[src/rtl/muldiv_ctrl.sv]
// rtl/muldiv_ctrl.sv - E-stage multiply/divide sequencer owning HI/LO
module muldiv_ctrl #(
  parameter bit          BYPASS    = 1'b1,
  parameter logic [31:0] HILO_INIT = 32'h0
) (
  input  logic        clk,
  input  logic        reset,
  input  logic        e_valid,
  input  logic        e_kill,
  input  logic [3:0]  e_md_op,
  input  logic [31:0] e_rs,
  input  logic [31:0] e_rt,
  output logic [31:0] md_rdata,
  output logic        md_stall,
  output logic        md_busy,
  output logic [31:0] mdu_src0,
  output logic [31:0] mdu_src1,
  output logic [1:0]  mdu_op,
  output logic        mdu_sign,
  output logic        mdu_in_valid,
  input  logic        mdu_in_ready,
  output logic        mdu_out_ready,
  input  logic        mdu_out_valid,
  input  logic [31:0] mdu_res0,
  input  logic [31:0] mdu_res1
);

  localparam logic [3:0] OP_MULT  = 4'd1;
  localparam logic [3:0] OP_MULTU = 4'd2;
  localparam logic [3:0] OP_DIV   = 4'd3;
  localparam logic [3:0] OP_DIVU  = 4'd4;
  localparam logic [3:0] OP_MFHI  = 4'd5;
  localparam logic [3:0] OP_MFLO  = 4'd6;
  localparam logic [3:0] OP_MTHI  = 4'd7;
  localparam logic [3:0] OP_MTLO  = 4'd8;

  typedef enum logic {ST_IDLE, ST_WAIT} state_t;

  state_t      state;
  logic [31:0] hi, lo;

  logic is_arith, is_mul, is_mf, is_mt, is_real;
  logic issue, bypass_hit, mt_write;

  assign is_arith = (e_md_op >= OP_MULT) && (e_md_op <= OP_DIVU);
  assign is_mul   = (e_md_op == OP_MULT) || (e_md_op == OP_MULTU);
  assign is_mf    = (e_md_op == OP_MFHI) || (e_md_op == OP_MFLO);
  assign is_mt    = (e_md_op == OP_MTHI) || (e_md_op == OP_MTLO);
  assign is_real  = (e_md_op != 4'd0) && (e_md_op <= OP_MTLO);

  assign issue      = (state == ST_IDLE) && e_valid && !e_kill && is_arith && mdu_in_ready;
  assign bypass_hit = BYPASS && (state == ST_WAIT) && mdu_out_valid;

  assign mdu_in_valid  = issue;
  assign mdu_op        = issue ? (is_mul ? 2'b01 : 2'b10) : 2'b00;
  assign mdu_sign      = issue && ((e_md_op == OP_MULT) || (e_md_op == OP_DIV));
  assign mdu_src0      = e_rs;
  assign mdu_src1      = e_rt;
  assign mdu_out_ready = (state == ST_WAIT);
  assign md_busy       = (state == ST_WAIT);

  // Only an MF can slip past WAIT, and only when it can take the result off the unit's bus.
  assign md_stall = e_valid && is_real &&
                    (((state == ST_WAIT) && !(is_mf && bypass_hit)) ||
                     ((state == ST_IDLE) && is_arith && !mdu_in_ready));

  assign mt_write = e_valid && !e_kill && is_mt && !md_stall;

  always_comb begin
    md_rdata = 32'h0;
    if (is_mf) begin
      if (bypass_hit) md_rdata = (e_md_op == OP_MFHI) ? mdu_res1 : mdu_res0;
      else            md_rdata = (e_md_op == OP_MFHI) ? hi : lo;
    end
  end

  // MT always stalls in WAIT, so it can never collide with the completion write.
  always_ff @(posedge clk) begin
    if (reset) begin
      state <= ST_IDLE;
      hi    <= HILO_INIT;
      lo    <= HILO_INIT;
    end else begin
      case (state)
        ST_IDLE: begin
          if (issue) state <= ST_WAIT;
          if (mt_write) begin
            if (e_md_op == OP_MTHI) hi <= e_rs;
            else                    lo <= e_rs;
          end
        end
        ST_WAIT: begin
          if (mdu_out_valid) begin
            hi    <= mdu_res1;
            lo    <= mdu_res0;
            state <= ST_IDLE;
          end
        end
        default: state <= ST_IDLE;
      endcase
    end
  end

endmodule

[config.mk]
export PLATFORM = sky130hd
export DESIGN_NAME = muldiv_ctrl
export DESIGN_NICKNAME = d
export VERILOG_FILES = /design/src/rtl/muldiv_ctrl.sv
export SDC_FILE = /design/constraint.sdc
export NUM_CORES = 1
export LEC_CHECK = 0
export ABC_CLOCK_PERIOD_IN_PS = 7900
export CORE_MARGIN = 3
export CORE_UTILIZATION = 46
export CTS_BUF_LIST = sky130_fd_sc_hd__clkbuf_8
export DETAILED_ROUTE_END_ITERATION = 6
export HOLD_SLACK_MARGIN = 0.15
export PLACE_DENSITY = 0.9
export SETUP_SLACK_MARGIN = 0.15
export SLEW_MARGIN = 20
export SYNTH_ARGS = -nofsm -noshare
export SYNTH_HDL_FRONTEND = slang
export SYNTH_SLANG_ARGS = --single-unit
[constraint.sdc]
create_clock -name clk -period 7.9 [get_ports clk]
set_input_delay 2.37 -clock clk [delete_from_list [all_inputs] [get_ports clk]]
set_output_delay 2.37 -clock clk [all_outputs]
set_load 0.005 [all_outputs]
==> qor.txt <==
Synth Net Count - 642
transition time at the pin with the least slew margin - 0.9739 ns
grt total ovfl - 0
top flip-flop cell by instance count after synthesis - sky130_fd_sc_hd__dfxtp_1
insertion delay to the later sink of the worst-skew pair - 0.34 ns
Sum Neg Setup Slack - 0 ns
routed wire length - 15.20 mm
critical path class - in -> out
buffers inserted by post-CTS timing repair - 0
share of synthesized area occupied by flip-flops and latches - 0.2601
endpoint type of the worst setup path - output pin
min cycle time layout - 7.296 ns
cell type contributing the most total cell area after synthesis - sky130_fd_sc_hd__dfxtp_1
CTS Root Cell - sky130_fd_sc_hd__clkbuf_8
Post-Syn Area per Cell - 9.925 µm²
Initial Utilization - 0.4781
setup-violating endpoint count in the final report - 0
leading cell types by count after synthesis - sky130_fd_sc_hd__buf_4, sky130_fd_sc_hd__dfxtp_1, sky130_fd_sc_hd__a211oi_1, sky130_fd_sc_hd__nor2_1
num rows - 37
total number of yosys warnings - 0
Post-synth EDFFs - 0
cell seen most often among critical-path stages - sky130_fd_sc_hd__clkdlybuf4s50_1
non-filler instance count after layout - 724
unrepaired setup endpoints after global routing - false
Clk pin slew, worst setup/hold paths - 0.07 ns
area of the mapped netlist - 0.005002 mm²
CTS tree - done
first drt pass iteration count - 5
Area Growth Syn to Fin - 29.71%
CTS Sinks - 65
Max Clock Freq - 137.1 MHz
Via-to-Cell Ratio - 6.167
Synth Register Bits - 65
number of buffers created by CTS - 9
final net count - 721
Min-Delay Startpoint - hi[26]
number of max-cap violations - 0
largest fanout of any net on the critical path - 19
die outline area - 0.01216 mm²
most numerous cell in the Yosys netlist - sky130_fd_sc_hd__buf_4
Max rail drop VDD - 0.06409 mV
highest cell delay on the worst timing path - 0.59 ns
core area - 0.01046 mm²
WP data required - 5.53 ns
# H-tree levels - 3
Crit Reg-Reg Endpoint - lo[29]
Synth top area share - 0.2601
HPWL after detailed placement - 10.30 mm
cells taking the most area after synthesis - sky130_fd_sc_hd__dfxtp_1, sky130_fd_sc_hd__mux4_2, sky130_fd_sc_hd__buf_4
final hold viol count - 0
number of antenna violations at the first check in global routing - 0
share of layout cells above drive strength 1 - 0.1684
arrival time of data at the critical path endpoint - 4.93 ns
count of cells along the worst register-to-register path - 5
drt initial violations - 252
Routability Congestion - 0.8918
final period utilization - 0.9236
Post-synth ARST share - 0
routed wire length per instance - 20.99 µm
hold_buf cts - 0
slowest cell on the critical path - sky130_fd_sc_hd__nand4bb_4
total placed cells including tap cells - 708
global-route wire length before repair - 23.89 mm
startpoint kind of the worst setup timing path - primary input
number of cells upsized or downsized after cts - 0
slack of the worst reg-to-reg path - 5.06 ns
status - finished clean
clock skew after layout - 0.005826 ns
clock tree buffer depth - 2
number of global-route vias before repair - 4,837
sink of the worst hold path - hi[26]
global routing usage summed across all routing layers - 0.2502
drt drc - 0
critical path, cell by cell - clkdlybuf4s50_1, nand4bb_4, buf_12, mux4_2, and2_1, clkdlybuf4s50_1
worst slew margin relative to its limit - 0.3507
pin count of the biggest net entering global routing - 66
die boundary width - 110.3 µm
number of vias after detailed routing - 4,465
Critical R2R Launch - md_busy
IO Pins - 241
library cells used by synthesis - 34
floorplan die height - 110.3 µm
hold path cells - 2
Leak Pwr - 2.197 nW
number of instances in the synthesized netlist - 504
Antenna Cells - 0
IO Port Bufs - 176
DRT antenna net count - 0
P per Cell Area - 122.3 mW/mm²
worst hold path type - reg -> reg
Final Slew Violations - 0
[layout by cell type, fill, tap and decap left out, types with 10 or more instances in the layout]
cell and instances:
sky130_fd_sc_hd__mux4_2 32, sky130_fd_sc_hd__mux2i_1 32, sky130_fd_sc_hd__buf_4 12, sky130_fd_sc_hd__nor2_1 33
sky130_fd_sc_hd__clkbuf_8 10, sky130_fd_sc_hd__dfxtp_1 64, sky130_fd_sc_hd__a211oi_1 64, sky130_fd_sc_hd__clkdlybuf4s50_1 174
sky130_fd_sc_hd__a2111oi_2 28, sky130_fd_sc_hd__and2_1 32, sky130_fd_sc_hd__a311oi_1 32, sky130_fd_sc_hd__inv_1 34
[metal layers]
metal,GRT usage,up-vias,wire length [µm]
li1,-,2016,-
met1,0.2841,2214,5816
met2,0.4567,207,8165
met3,0.05125,28,981
met4,0.09938,0,233
met5,0,-,0
[worst max path at each step]
stage | depth (start not counted) | slack [ns] | start | endpoint
floorplan | 6 | 1.91 | e_md_op[2] | md_rdata[10]
global placement | 6 | 0.66 | e_md_op[1] | md_rdata[26]
detailed placement | 6 | 0.57 | e_md_op[2] | md_rdata[7]
CTS | 6 | 0.57 | e_md_op[2] | md_rdata[7]
global route | 6 | 0.42 | e_md_op[0] | md_rdata[0]
finish | 6 | 0.60 | e_md_op[1] | md_rdata[7]
[cell type report]
class | instances | area, µm²
Fill cell | 882 | 3974
Multi-Input combinational cell | 284 | 2814
Timing Repair Buffer | 190 | 1882
Sequential cell | 65 | 1303
Tap cell | 136 | 170.2
Clock buffer | 10 | 137.6
Inverter | 33 | 123.9
Clock inverter | 6 | 58.81
[critical path: cells and delay by family]
family / cells / cell delay (ns)
buffers and inverters: 3 / 1.33
muxes: 1 / 0.44
and+or+nand+nor: 2 / 0.76
[where the power goes]
group	leakage, nW	switching (mW)	internal (mW)
sequential	0.526	0.00428	0.335
combinational	1.57	0.0751	0.0954
clock	0.0995	0.132	0.152
[cell families after synthesis]
logic type / Yosys count / share of synthesized area
AOI/OAI and AO/OA: 135 / 0.2521
xor gates and xnor gates: 1 / 0.001751
buffers and inverters: 155 / 0.1843
DFF: 65 / 0.2601
muxes: 64 / 0.2081
and+or+nand+nor: 84 / 0.09355
[registers in the layout, indices dropped and copies added (netlist names)]
signal / flops
md_busy: 1
lo: 32
hi: 32
[stage by stage]
step | util | instance area, µm² | total power, mW | worst slack (ns) | hold WS, ns
5_1_grt | 0.6202 | 6489 | 0.8293 | 0.4203 | 0.6316
2_1_floorplan | - | 5002 | 0.4401 | 1.910 | 0.5624
3_5_place_dp | 0.6013 | 6291 | 0.5157 | 0.5671 | 0.5889
6_report | 0.6202 | 6489 | 0.7938 | 0.6038 | 0.6037
4_1_cts | 0.6201 | 6487 | 0.7993 | 0.5684 | 0.6023
3_3_place_gp | 0.6013 | 6291 | 0.5103 | 0.6607 | 0.5752
Power figures use the tool's default switching activity.
